## src/rtl/dmem_ctrl_pkg.sv

```systemverilog
// Shared types and helpers for the data-memory access controller.
// Optional feature macro: MISALIGN_TRAP_EN (see dmem_access_ctrl.sv).
package dmem_ctrl_pkg;

  localparam int DMEM_ADDR_W = 15;
  localparam int DMEM_DATA_W = 32;

  typedef enum logic [1:0] {
    IDLE   = 2'b00,
    ISSUE0 = 2'b01,
    ISSUE1 = 2'b10,
    DONE   = 2'b11
  } state_e;

  typedef enum logic [1:0] {
    SZ_B = 2'b00,
    SZ_H = 2'b01,
    SZ_W = 2'b10
  } size_e;

  // Raw size encoding 11 is treated as a word access.
  function automatic size_e decode_size(input logic [1:0] raw);
    case (raw)
      2'b00:   return SZ_B;
      2'b01:   return SZ_H;
      default: return SZ_W;
    endcase
  endfunction

  // Natural alignment check: half on even byte, word on 4-byte boundary.
  function automatic logic is_misaligned(input size_e sz, input logic [1:0] lo);
    case (sz)
      SZ_H:    return lo[0];
      SZ_W:    return (lo != 2'b00);
      default: return 1'b0;
    endcase
  endfunction

endpackage

```

## src/rtl/dmem_load_ext.sv

```systemverilog
// Combinational load-data assembly: four little-endian bytes in, sign- or
// zero-extended 32-bit result out according to access size.
module dmem_load_ext
  import dmem_ctrl_pkg::*;
(
  input  logic [7:0]  b0,
  input  logic [7:0]  b1,
  input  logic [7:0]  b2,
  input  logic [7:0]  b3,
  input  size_e       size,
  input  logic        is_unsigned,
  output logic [31:0] data
);

  logic sign_b;
  logic sign_h;

  assign sign_b = ~is_unsigned & b0[7];
  assign sign_h = ~is_unsigned & b1[7];

  // Select width and fill the upper bits with the sign (or zero).
  always_comb begin
    data = '0;
    case (size)
      SZ_B:    data = {{24{sign_b}}, b0};
      SZ_H:    data = {{16{sign_h}}, b1, b0};
      default: data = {b3, b2, b1, b0};
    endcase
  end

endmodule

```

## src/rtl/dmem_access_ctrl.sv

```systemverilog
// Data-memory access controller: turns 32-bit load/store requests into one or
// two beats on a byte-wide dual-port RAM (port A = even offset, port B = odd).
// Optional feature macro: MISALIGN_TRAP_EN -- when defined, misaligned requests
// respond immediately with rsp_err=1 and never touch the RAM.
//
// Handshake: a request transfers on a cycle where req_valid && req_ready are
// both high; req_ready is high only in IDLE and DONE, and the requester keeps
// req_valid and its payload stable until that cycle. rsp_valid is a one-cycle
// strobe with no back-pressure.
module dmem_access_ctrl
  import dmem_ctrl_pkg::*;
#(
  parameter int ADDR_W = DMEM_ADDR_W,
  parameter int DATA_W = DMEM_DATA_W
) (
  input  logic              clk,
  input  logic              rst_n,
  input  logic              req_valid,
  output logic              req_ready,
  input  logic              req_we,
  input  logic [1:0]        req_size,
  input  logic              req_unsigned,
  input  logic [ADDR_W-1:0] req_addr,
  input  logic [DATA_W-1:0] req_wdata,
  output logic              rsp_valid,
  output logic [DATA_W-1:0] rsp_rdata,
  output logic              rsp_err,
  output logic              busy,
  output logic [ADDR_W-1:0] ram_addr_a,
  output logic [ADDR_W-1:0] ram_addr_b,
  output logic [7:0]        ram_din_a,
  output logic [7:0]        ram_din_b,
  output logic              ram_we_a,
  output logic              ram_we_b,
  input  logic [7:0]        ram_dout_a,
  input  logic [7:0]        ram_dout_b
);

  state_e            state_q, state_d;
  logic              we_q;
  size_e             size_q;
  logic              uns_q;
  logic [ADDR_W-1:0] addr_q;
  logic [DATA_W-1:0] wdata_q;
  logic              err_q;
  logic [7:0]        hold_a_q;
  logic [7:0]        hold_b_q;

  logic              accept;
  logic              mis_trap;
  logic              issuing;
  logic              beat;
  logic [ADDR_W-1:0] beat_off;
  logic [ADDR_W-1:0] base_addr;
  logic [31:0]       ext_data;
  logic [7:0]        asm_b0;
  logic [7:0]        asm_b1;

  assign accept = req_valid & req_ready;

`ifdef MISALIGN_TRAP_EN
  assign mis_trap = is_misaligned(decode_size(req_size), req_addr[1:0]);
`else
  assign mis_trap = 1'b0;
`endif

  // State register; reset aborts any access in flight.
  always_ff @(posedge clk or negedge rst_n) begin
    if (!rst_n) state_q <= IDLE;
    else        state_q <= state_d;
  end

  // Capture the request payload on acceptance.
  always_ff @(posedge clk or negedge rst_n) begin
    if (!rst_n) begin
      we_q    <= 1'b0;
      size_q  <= SZ_B;
      uns_q   <= 1'b0;
      addr_q  <= '0;
      wdata_q <= '0;
      err_q   <= 1'b0;
    end else if (accept) begin
      we_q    <= req_we;
      size_q  <= decode_size(req_size);
      uns_q   <= req_unsigned;
      addr_q  <= req_addr;
      wdata_q <= req_wdata;
      err_q   <= mis_trap;
    end
  end

  // In ISSUE1 the RAM is returning beat-0 read data; keep it for assembly.
  always_ff @(posedge clk or negedge rst_n) begin
    if (!rst_n) begin
      hold_a_q <= '0;
      hold_b_q <= '0;
    end else if (state_q == ISSUE1) begin
      hold_a_q <= ram_dout_a;
      hold_b_q <= ram_dout_b;
    end
  end

  // Next-state decode plus status outputs.
  always_comb begin
    state_d   = state_q;
    req_ready = 1'b0;
    busy      = 1'b0;
    rsp_valid = 1'b0;
    case (state_q)
      IDLE: begin
        req_ready = 1'b1;
        if (accept) state_d = mis_trap ? DONE : ISSUE0;
      end
      ISSUE0: begin
        busy    = 1'b1;
        state_d = (size_q == SZ_W) ? ISSUE1 : DONE;
      end
      ISSUE1: begin
        busy    = 1'b1;
        state_d = DONE;
      end
      DONE: begin
        req_ready = 1'b1;
        rsp_valid = 1'b1;
        if (accept) state_d = mis_trap ? DONE : ISSUE0;
        else        state_d = IDLE;
      end
      default: state_d = IDLE;
    endcase
  end

  assign issuing   = (state_q == ISSUE0) || (state_q == ISSUE1);
  assign beat      = (state_q == ISSUE1);
  assign beat_off  = {{(ADDR_W-2){1'b0}}, beat, 1'b0};
  assign base_addr = addr_q + beat_off;

  // RAM port drive, decoded from state so writes stop the moment reset hits.
  always_comb begin
    ram_addr_a = '0;
    ram_addr_b = '0;
    ram_din_a  = '0;
    ram_din_b  = '0;
    ram_we_a   = 1'b0;
    ram_we_b   = 1'b0;
    if (issuing) begin
      ram_addr_a = base_addr;
      if (size_q != SZ_B) ram_addr_b = base_addr + {{(ADDR_W-1){1'b0}}, 1'b1};
      if (we_q) begin
        ram_din_a = beat ? wdata_q[23:16] : wdata_q[7:0];
        ram_din_b = beat ? wdata_q[31:24] : wdata_q[15:8];
        ram_we_a  = 1'b1;
        ram_we_b  = (size_q != SZ_B);
      end
    end
  end

  // Word loads: bytes 0-1 from the hold register, 2-3 live. Others all live.
  assign asm_b0 = (size_q == SZ_W) ? hold_a_q : ram_dout_a;
  assign asm_b1 = (size_q == SZ_W) ? hold_b_q : ram_dout_b;

  dmem_load_ext u_load_ext (
    .b0          (asm_b0),
    .b1          (asm_b1),
    .b2          (ram_dout_a),
    .b3          (ram_dout_b),
    .size        (size_q),
    .is_unsigned (uns_q),
    .data        (ext_data)
  );

  assign rsp_rdata = (state_q == DONE && !we_q && !err_q) ? ext_data : '0;
  assign rsp_err   = (state_q == DONE) && err_q;

endmodule

```

## config.mk

```make
export PLATFORM = sky130hd
export DESIGN_NAME = dmem_access_ctrl
export DESIGN_NICKNAME = d
export VERILOG_FILES = /design/src/rtl/dmem_ctrl_pkg.sv /design/src/rtl/dmem_load_ext.sv /design/src/rtl/dmem_access_ctrl.sv
export SDC_FILE = /design/constraint.sdc
export NUM_CORES = 1
export LEC_CHECK = 0
export CAP_MARGIN = 10
export CORE_MARGIN = 5
export CORE_UTILIZATION = 41
export DETAILED_ROUTE_END_ITERATION = 6
export PLACE_DENSITY = 0.78
export SETUP_SLACK_MARGIN = 0.5
export SLEW_MARGIN = 20
export SYNTH_ARGS = -nofsm -noshare
export SYNTH_HDL_FRONTEND = slang
export SYNTH_SLANG_ARGS = --single-unit
```

## constraint.sdc

```tcl
create_clock -name clk -period 2.7 [get_ports clk]
set_clock_uncertainty 0.1 [all_clocks]
set_input_delay 0.27 -clock clk [delete_from_list [all_inputs] [get_ports clk]]
set_output_delay 0.27 -clock clk [all_outputs]
set_load 0.1 [all_outputs]
```

==> results of run 1 <==
## cell usage in the layout, fill, tap and decap left out, drive strengths merged, types with 2 or more instances in the layout
master / count
a2111oi: 2
a21o: 2
a21oi: 39
a22oi: 7
and2: 3
and3: 3
buf: 172
clkbuf: 14
clkdlybuf4s50: 67
clkinv: 2
clkinvlp: 3
dfrtp: 69
ha: 8
inv: 26
mux2: 62
mux2i: 16
nand2: 32
nand3: 7
nand4: 3
nor2: 48
nor2b: 2
nor3: 6
nor3b: 2
nor4b: 2
o21ai: 9
o31ai: 2
o32a: 2
xnor2: 13
xor2: 10
## flip-flops by register name (all words and copies together), names as in the netlist
name,flops
we_q,1
hold_b_q,8
hold_a_q,8
uns_q,1
wdata_q,32
addr_q,15
size_q,2
state_q,2
## per-layer routing
| metal | vias to the layer above | track usage | wire length [um] |
|---|---|---|---|
| met4 | 0 | 0.1141 | 1390 |
| met2 | 313 | 0.4984 | 11210 |
| met1 | 2360 | 0.3089 | 7723 |
| met3 | 102 | 0.08679 | 1752 |
| li1 | 1919 | - | - |
| met5 | - | 0 | 0 |
## cells by family after synthesis
kind of cell | Yosys count
mux | 78
other cells | 1
fa+ha+maj | 8
buf+inv | 58
compound gates | 73
xor+xnor | 23
simple gates | 117
flops | 69
## through the flow
| step | hold slack (ns) | setup TNS [ns] | instance area (sq um) |
|---|---|---|---|
| after detailed placement | 0.3089 | -1.082 | 7591 |
| after floorplan | -0.1256 | -18.43 | 4841 |
| after global placement | 0.3031 | -0.7055 | 7591 |
| final | 0.1787 | -8.465 | 9250 |
| after global routing | 0.2076 | -9.731 | 9250 |
| after CTS | 0.3639 | -5.286 | 8670 |
## cell type report
| class | count | area (sq um) |
|---|---|---|
| inverter | 28 | 112.6 |
| sequential | 69 | 1729 |
| fill | 239 | 614.3 |
| multi-input combinational | 300 | 3742 |
| timing repair buffer | 243 | 3307 |
| clock inverter | 4 | 47.55 |
| tap | 133 | 166.4 |
| clock buffer | 12 | 145.1 |
## what timing repair did
action | in CTS | in global routing
endpoints found under the hold margin | 36 | 0
gates resized for setup | 131 | 102
setup buffers | 23 | 15
pin swaps | 35 | 38
endpoints found under the setup margin | 81 | 82
hold buffers | 1 | 0
gates cloned | 2 | 1
## critical path, cell delays in order, from the launching register on
cell and delay [ns]:
dfrtp_1 0.40, inv_2 0.10, ha_4 0.17, ha_4 0.15, ha_4 0.20, nand2_1 0.19, nor4b_4 0.40, o31ai_4 0.16
a2111oi_4 0.42, buf_4 0.20, nand3_2 0.09, a21oi_4 0.19, buf_12 0.19
## worst min path at each step
| stage | start | end | slack [ns] |
|---|---|---|---|
| floorplan | rst_n | addr_q[0]$_DFFE_PN0P_ | -0.13 |
| global placement | rst_n | wdata_q[18]$_DFFE_PN0P_ | 0.30 |
| detailed placement | rst_n | wdata_q[2]$_DFFE_PN0P_ | 0.31 |
| CTS | req_addr[9] | addr_q[9]$_DFFE_PN0P_ | 0.36 |
| global route | ram_dout_a[7] | hold_a_q[7]$_DFFE_PN0N_ | 0.21 |
| finish | ram_dout_a[7] | hold_a_q[7]$_DFFE_PN0N_ | 0.18 |
==> run_results.csv, run 1 <==
group,metric,value,unit
min_path,whs_path_depth,2,
worst_setup_path,timing.rr.start,"state_q[0]$_DFFE_PN0P_",
worst_setup_path,worstSetupPathType,"register to output pin",
detailed_routing,vias_per_cell,5.949,
synthesis,synth_top_family_by_area,"multiplexers",
synthesis,synth_top_cell_by_area,"dfrtp_1",
detailed_routing,dr_total_vias,4694,
floorplan,core-area,9864,sq um
synthesis,synth_top_area_frac,0.4128,
finish,final_cells,789,
floorplan,io-pin-count,154,
synthesis,yosys_warnings,0,
synthesis,synth_common_cells,"dfrtp_1, mux2_2, nor2_1",
placed_design,gp_congestion,0.8414,
floorplan,die_h,111.0,um
synthesis,syn_avg_cell_area,9.796,sq um
worst_setup_path,timing.rr.end,"addr_q[4]$_DFFE_PN0P_",
outcome,status,"finished, violations left",
worst_setup_path,critPathLaunch,"state_q[0]$_DFFE_PN0P_",
floorplan,die_x,111.0,um
synthesis,netlist_instances,427,
sta,fmax,275.4,MHz
placed_design,place_ws,-0.2572,ns
outcome,violations,"negative setup slack",
sta,grt_setup_unrepaired,"yes",
global_routing,track_usage,0.2800,
sta,slew_violations,0,
synthesis,synth_simple_gate_area_frac,0.1349,
global_routing,grt_max_degree,45,
global_routing,grt_pass1_vias,4883,
synthesis,synth_most_common_cell,"dfrtp_1",
global_routing,antenna_found_initial,0,
worst_setup_path,critPathLaunchType,"register",
worst_setup_path,cp_max_fo,7,
placed_design,port_buffers,152,
floorplan,die_area,12320,sq um
detailed_routing,wirelength,22080,um
worst_setup_path,worst-r2r-setup-slack,0.41,ns
sta,fin_crit,3.631,ns
cts,clockBufferDepth,2,
floorplan,floorplan.rows,36,
finish,fin_nets,729,
detailed_routing,drtPass1Iterations,5,
sta,relSlewSlack,0.4114,
synthesis,synth_compound_area_frac,0.1158,
sta,fin_crit_sh,1.345,
detailed_routing,first_iter_violations,310,
cts,clk_transition_reported_paths,0.09,ns
finish,postLayoutCoreUtil,0.9377,
synthesis,synth_seq_area_share,0.4128,
worst_setup_path,cp_data_required_time,2.33,ns
synthesis,synth_edf_count,0,
synthesis,synth_mux_area_frac,0.2052,
sta,setup_slack,-0.9313,ns
cts,insertion_delay,0.38,ns
placed_design,dp_hpwl,10730,um
synthesis,syn-cell-area,4183,sq um
run,cap_violations,0,
global_routing,gr-total-overflow,0,
worst_setup_path,worstSetupEndpointType,"output pin",
synthesis,synth_seq_cells,69,
floorplan,start_util,0.4240,
detailed_routing,wire_per_inst,27.99,um
synthesis,yosys.area_share.xor_xnor,0.04816,
synthesis,yosys.area_share.adder,0.02393,
synthesis,synth_fp_nets,505,
min_path,hold_path.class,"primary input to register",
synthesis,synth_area_leaders,"dfrtp_1, mux2_2, a21oi_1",
cts,clock-sinks,69,
placed_design,dp_cells,731,
cts,htreeDepth,3,
cts,cts_made_buffers,9,
detailed_routing,route.detailed.drc,0,
finish,antenna_cells,0,
worst_setup_path,timing.critical_path.to,"ram_addr_b[14]",
synthesis,synth_cell_types,56,
detailed_routing,drtAntennaViolNets,0,
finish,synthToLayoutAreaGrowth,121.1,%
cts,tritoncts,"done",
synthesis,ys.flop_type,"dfrtp_1",
finish,drive_gt1_frac,0.6433,
global_routing,grt_pass1_wl,27230,um
sta,setup_violations,18,
sta,finalHoldViolations,0,
cts,cts-root-buf,"clkbuf_8",
worst_setup_path,reg2regPathDepth,9,
synthesis,async_reset_ff_frac,1.000,
sta,tightest_slew,0.8830,ns
worst_setup_path,cp_data_arrival_time,3.26,ns
Power of run 1 is not shown: default switching activity piles up to over one toggle a cycle in this logic, so the estimate is an artifact.
==> run 2: changes to the inputs <==
--- a/config.mk
+++ b/config.mk
@@ -7,11 +7,12 @@
 export LEC_CHECK = 0
 export CAP_MARGIN = 10
 export CORE_MARGIN = 5
-export CORE_UTILIZATION = 41
+export CORE_UTILIZATION = 42
 export DETAILED_ROUTE_END_ITERATION = 6
 export PLACE_DENSITY = 0.78
 export SETUP_SLACK_MARGIN = 0.5
 export SLEW_MARGIN = 20
 export SYNTH_ARGS = -nofsm -noshare
 export SYNTH_HDL_FRONTEND = slang
+export SYNTH_HIERARCHICAL = 1
 export SYNTH_SLANG_ARGS = --single-unit
==> run 2 against run 1 <==
Against the previous run: non-clock buffer count fell by 29; the run still ends with negative setup slack left; sequential share of layout area rose by 1.1 points; synthesized cell count rose by 6.6%; highest routed layer unchanged; final cell count fell by 1.0%; utilization fell by 9.6 points; worst setup slack improved by 0.47 ns.
==> run_results.csv, run 2 <==
group,metric,value,unit
cts,clock-sinks,69,
worst_setup_path,timing.rr.start,"state_q[1]$_DFFE_PN0P_",
synthesis,synth_area_leaders,"dfrtp_1, mux2_2, and2_1",
worst_setup_path,reg2regPathDepth,8,
floorplan,floorplan.rows,37,
sta,setup_violations,14,
detailed_routing,drtPass1Iterations,4,
placed_design,place_ws,-0.01269,ns
synthesis,synth_common_cells,"mux2_2, dfrtp_1, nor2_1",
outcome,status,"finished, violations left",
worst_setup_path,timing.rr.end,"addr_q[6]$_DFFE_PN0P_",
min_path,whs_endpoint,"hold_b_q[0]$_DFFE_PN0N_",
synthesis,netlist_instances,455,
sta,setup_slack,-0.4590,ns
run,cap_violations,0,
detailed_routing,route.detailed.drc,0,
global_routing,grt_use_met2,0.4048,
placed_design,dp_hpwl,10030,um
finish,largest_register_ffs,32,
worst_setup_path,cp_data_required_time,2.33,ns
global_routing,gr-total-overflow,0,
detailed_routing,first_iter_violations,157,
finish,layout_commonest_cell,"buf_12",
global_routing,track_usage,0.2334,
finish,nFillCells,514,
global_routing,use_met1,0.2834,
detailed_routing,wirelength,16450,um
outcome,violations,"negative setup slack",
global_routing,grt_max_degree,70,
sta,grt_setup_unrepaired,"yes",
synthesis,synth_top_cell_by_area,"dfrtp_1",
finish,final_cells,781,
min_path,whs_path_depth,1,
cts,htreeDepth,3,
finish,drive_gt1_frac,0.6465,
synthesis,synth_top_area_frac,0.3866,
placed_design,gp_congestion,0.8910,
sta,finalHoldViolations,0,
sta,fin_crit,3.159,ns
synthesis,syn_avg_cell_area,9.817,sq um
cts,insertion_delay,0.33,ns
detailed_routing,dr_total_vias,4155,
synthesis,yosys_warnings,6,
min_path,hold_path.class,"register to register",
synthesis,synth_most_common_cell,"mux2_2",
finish,multi_input_area,3588,sq um
synthesis,synth_cell_types,50,
sta,slew_violations,0,
finish,layout_common_cells,"buf_12, mux2_2, clkdlybuf4s50_1",
finish,antenna_cells,0,
sta,fin_crit_sh,1.170,
worst_setup_path,worstSetupPathType,"register to output pin",
synthesis,synth_fp_nets,533,
finish,largest_register,"wdata_q",
floorplan,die_x,113.1,um
synthesis,async_reset_ff_frac,1.000,
detailed_routing,drtAntennaViolNets,0,
cts,cts_made_buffers,9,
synthesis,synth_seq_cells,69,
worst_setup_path,worst-r2r-setup-slack,0.62,ns
floorplan,io-pin-count,154,
cts,tritoncts,"done",
floorplan,die_h,113.1,um
finish,regArea,1730,sq um
min_path,hp-start,"hold_b_q[0]$_DFFE_PN0N_",
sta,fmax,316.6,MHz
cts,cts-root-buf,"clkbuf_8",
global_routing,grt_pass1_wl,24110,um
worst_setup_path,worstSetupEndpointType,"output pin",
placed_design,port_buffers,152,
sta,relSlewSlack,0.3938,
synthesis,synth_seq_area_share,0.3866,
finish,reg.largest.list,"wdata_q x32, addr_q x15",
global_routing,grt_pass1_vias,4409,
synthesis,syn-cell-area,4467,sq um
finish,fin_nets,718,
floorplan,start_util,0.4307,
placed_design,dp_cells,722,
worst_setup_path,cp_data_arrival_time,2.79,ns
floorplan,die_area,12800,sq um
global_routing,gr-max-usage-layer,"met2",
cts,clockBufferDepth,2,
detailed_routing,vias_per_cell,5.320,
floorplan,core-area,10370,sq um
detailed_routing,wire_per_inst,21.07,um
cts,clk_transition_reported_paths,0.08,ns
global_routing,antenna_found_initial,0,
finish,postLayoutCoreUtil,0.8421,
global_routing,grtUsageMet3,0.06952,
synthesis,synth_edf_count,0,
worst_setup_path,cp_max_fo,7,
synthesis,ys.flop_type,"dfrtp_1",
finish,synthToLayoutAreaGrowth,95.49,%
worst_setup_path,critPathLaunchType,"register",
sta,tightest_slew,0.9094,ns
run 2: cell types whose count changed in the layout (fill, tap and decap cells not counted), sizes merged, moves of 3 or more:
cell / change
o21ai: +23
and2: +36
a22oi: -6
buf: -27
nand2: +7
nor2: -4
nor3: +3
inv: -14
a21oi: -32
clkbuf: -5
mux2: +16
run 2: worst max-delay path by stage:
| stage | start | end | depth (start not counted) |
|---|---|---|---|
| after floorplan | state_q[0]$_DFFE_PN0P_ | ram_addr_b[14] | 10 |
| after global placement | state_q[0]$_DFFE_PN0P_ | ram_addr_b[9] | 11 |
| after detailed placement | state_q[1]$_DFFE_PN0P_ | ram_addr_b[12] | 10 |
| after CTS | state_q[1]$_DFFE_PN0P_ | ram_addr_b[9] | 10 |
| after global routing | state_q[0]$_DFFE_PN0P_ | ram_addr_b[9] | 12 |
| final | state_q[0]$_DFFE_PN0P_ | ram_addr_b[9] | 12 |
run 2: stage by stage:
step / hold WS, ns / cell area, sq um / setup TNS (ns)
finish: 0.4073 / 8732 / -3.611
global route: 0.4258 / 8732 / -5.295
global placement: 0.3367 / 7408 / 0
detailed placement: 0.3488 / 7408 / -0.01797
floorplan: -0.1256 / 5076 / -6.794
CTS: 0.3850 / 8268 / -2.353
run 2: metal layers:
layer / vias up / share of wire
met5: - / 0
met4: 0 / 0.023
met3: 24 / 0.062
met2: 139 / 0.52
met1: 2099 / 0.39
li1: 1893 / -
run 2: layout make-up:
| cell class | instances | area share |
|---|---|---|
| multi-input combinational | 334 | 0.4109 |
| timing repair buffer | 214 | 0.3389 |
| sequential | 69 | 0.1982 |
| tap | 136 | 0.01949 |
| clock buffer | 9 | 0.01419 |
| clock inverter | 7 | 0.01132 |
| inverter | 12 | 0.007021 |
run 2: cells by family after synthesis:
family                   share of synthesized area
AND/OR/NAND/NOR                             0.1871
flip-flops                                  0.3866
other                                    0.0008395
multiplexers                                0.2356
AO/OA/AOI/OAI                              0.05714
adder cells (fa/ha/maj)                    0.02241
XOR/XNOR                                   0.04874
buffers and inverters                      0.06162
run 2: what timing repair did:
action | 4_1_cts | 5_1_grt
pin swaps | 6 | 26
hold buffers | 1 | 0
gates resized for setup | 116 | 74
gates cloned | 4 | 0
hold endpoints to repair | 48 | 0
buffers inserted | 22 | 16
endpoints found under the setup margin | 77 | 79
run 2: worst max-delay path: stages, from the launching register on:
cell and delay [ns]:
dfrtp_1 0.39, inv_2 0.08, ha_4 0.16, ha_4 0.14, ha_4 0.19, buf_6 0.12
a21oi_4 0.03, mux2_4 0.26, a21o_4 0.23, a21oi_1 0.25, o21ai_0 0.20, a21oi_4 0.22
buf_12 0.19
Power of run 2 is left out for the same reason.
==> run 3: changes to the inputs <==
--- a/config.mk
+++ b/config.mk
@@ -9,6 +9,7 @@
 export CORE_MARGIN = 5
 export CORE_UTILIZATION = 42
 export DETAILED_ROUTE_END_ITERATION = 6
+export GPL_TIMING_DRIVEN = 0
 export PLACE_DENSITY = 0.78
 export SETUP_SLACK_MARGIN = 0.5
 export SLEW_MARGIN = 20
==> run 3 against run 2 <==
Against the previous run: the run still ends with negative setup slack left; register-to-register slack got worse by 0.09 ns; die area did not move; fmax is 0.75% lower; hold slack worse by 0.094 ns; via count increased by 14%; count of clock-buffer cells in the layout increased by 2.
==> run_results.csv, run 3 (synthesized netlist as in run 2, its figures left out) <==
group,metric,value,unit
placed_design,dpl_cell_area,6785,sq um
outcome,status,"finished, violations left",
cts,cts-root-buf,"clkbuf_8",
cts,cts_made_buffers,9,
finish,synthToLayoutAreaGrowth,111.8,%
min_path,hold_path.class,"primary input to async pin",
sta,slew_violations,0,
global_routing,antenna_found_initial,1,
finish,layout_commonest_cell,"buf_12",
global_routing,grt_pass1_vias,4846,
finish,fin_nets,764,
detailed_routing,dr_total_vias,4719,
floorplan,die_area,12800,sq um
finish,multi_input_area,3732,sq um
cts,tritoncts,"done",
worst_setup_path,critPathLaunchType,"register",
global_routing,grt_max_degree,38,
worst_setup_path,timing.rr.start,"state_q[1]$_DFFE_PN0P_",
sta,finalHoldViolations,0,
floorplan,die_h,113.1,um
floorplan,start_util,0.4307,
sta,fmax,314.2,MHz
worst_setup_path,cp_max_fo,7,
global_routing,gr-total-overflow,0,
cts,clockBufferDepth,2,
global_routing,grt_pass1_wl,25700,um
cts,clock-sinks,69,
finish,regArea,1728,sq um
sta,fin_crit_sh,1.179,
sta,setup_violations,38,
sta,relSlewSlack,0.5240,
detailed_routing,wirelength,20990,um
cts,insertion_delay,0.35,ns
worst_setup_path,worstSetupPathType,"register to output pin",
sta,timing.hold.ws,0.3134,ns
floorplan,die_x,113.1,um
run,cap_violations,0,
floorplan,floorplan.rows,37,
placed_design,gp_congestion,0.8757,
detailed_routing,drtAntennaViolNets,0,
finish,postLayoutCellArea,9463,sq um
worst_setup_path,worstSetupEndpointType,"output pin",
finish,postLayoutCoreUtil,0.9125,
worst_setup_path,cp_data_arrival_time,2.81,ns
floorplan,core-area,10370,sq um
worst_setup_path,worst-r2r-setup-slack,0.53,ns
detailed_routing,route.detailed.drc,0,
finish,largest_register_ffs,32,
outcome,violations,"negative setup slack",
cts,clk_transition_reported_paths,0.08,ns
cts,htreeDepth,3,
finish,layout_common_cells,"buf_12, mux2_2, dfrtp_1, clkdlybuf4s50_1, nor2_4",
finish,reg.largest.list,"wdata_q x32, addr_q x15",
sta,grt_setup_unrepaired,"yes",
placed_design,dp_hpwl,9757,um
detailed_routing,drtPass1Iterations,5,
sta,fin_crit,3.183,ns
detailed_routing,vias_per_cell,5.699,
finish,nFillCells,338,
detailed_routing,first_iter_violations,334,
placed_design,port_buffers,152,
floorplan,io-pin-count,154,
worst_setup_path,cp_data_required_time,2.33,ns
sta,tightest_slew,0.7140,ns
finish,drive_gt1_frac,0.6744,
global_routing,track_usage,0.2523,
finish,largest_register,"wdata_q",
sta,setup_slack,-0.4830,ns
detailed_routing,wire_per_inst,25.34,um
worst_setup_path,critPathLaunch,"state_q[0]$_DFFE_PN0P_",
[run 3: timing repair]
item,4_1_cts,5_1_grt
pin swaps,14,28
hold buffers,1,0
endpoints found under the setup margin,96,115
resized for setup,824,185
endpoints found under the hold margin,36,0
cloned,1,2
setup buffers,40,23
[run 3: metal layers]
layer  global-route usage  vias up  wire (um)
met1               0.2839     2384       7258
met5                    0        -          0
met4               0.1010        0       1155
li1                     -     2001          -
met3              0.06257       77       1301
met2               0.4554      257      11270
[run 3: critical path, cell delays in order, from the launching register on]
cell and delay [ns]:
dfrtp_1 0.39, inv_2 0.09, ha_4 0.16, ha_4 0.13, ha_4 0.13, buf_12 0.13, buf_6 0.11, a31oi_4 0.08
o32ai_4 0.35, and3_4 0.26, buf_12 0.11, a31oi_4 0.08, nor3_4 0.20, buf_12 0.21
[run 3: final cells by class]
| type | instances | share of cell area |
|---|---|---|
| inverter | 12 | 0.008198 |
| clock buffer | 11 | 0.01600 |
| timing repair buffer | 220 | 0.3225 |
| buffer | 40 | 0.04681 |
| clock inverter | 5 | 0.01124 |
| antenna | 1 | 0.0002644 |
| multi-input combinational | 334 | 0.3944 |
| sequential | 69 | 0.1826 |
| tap | 136 | 0.01798 |
[run 3: path summary, 6_finish.rpt]
path,to,depth (start not counted)
max,ram_addr_b[14],13
min,hold_a_q[6]$_DFFE_PN0N_,2
max reg2reg,addr_q[13]$_DFFE_PN0P_,8
min reg2reg,hold_b_q[5]$_DFFE_PN0N_,1
max in group asynchronous,addr_q[10]$_DFFE_PN0P_,3
min in group clk,addr_q[12]$_DFFE_PN0P_,3
[run 3: metrics by stage]
| step | worst slack, ns | setup TNS (ns) | cells |
|---|---|---|---|
| after floorplan | -0.2174 | -6.794 | 455 |
| after global placement | -1.085 | -118.92 | 743 |
| after detailed placement | -1.086 | -47.61 | 744 |
| after CTS | -0.4033 | -2.940 | 802 |
| after global routing | -0.5747 | -8.571 | 828 |
| final | -0.4830 | -5.264 | 828 |
Power of run 3 is left out for the same reason.
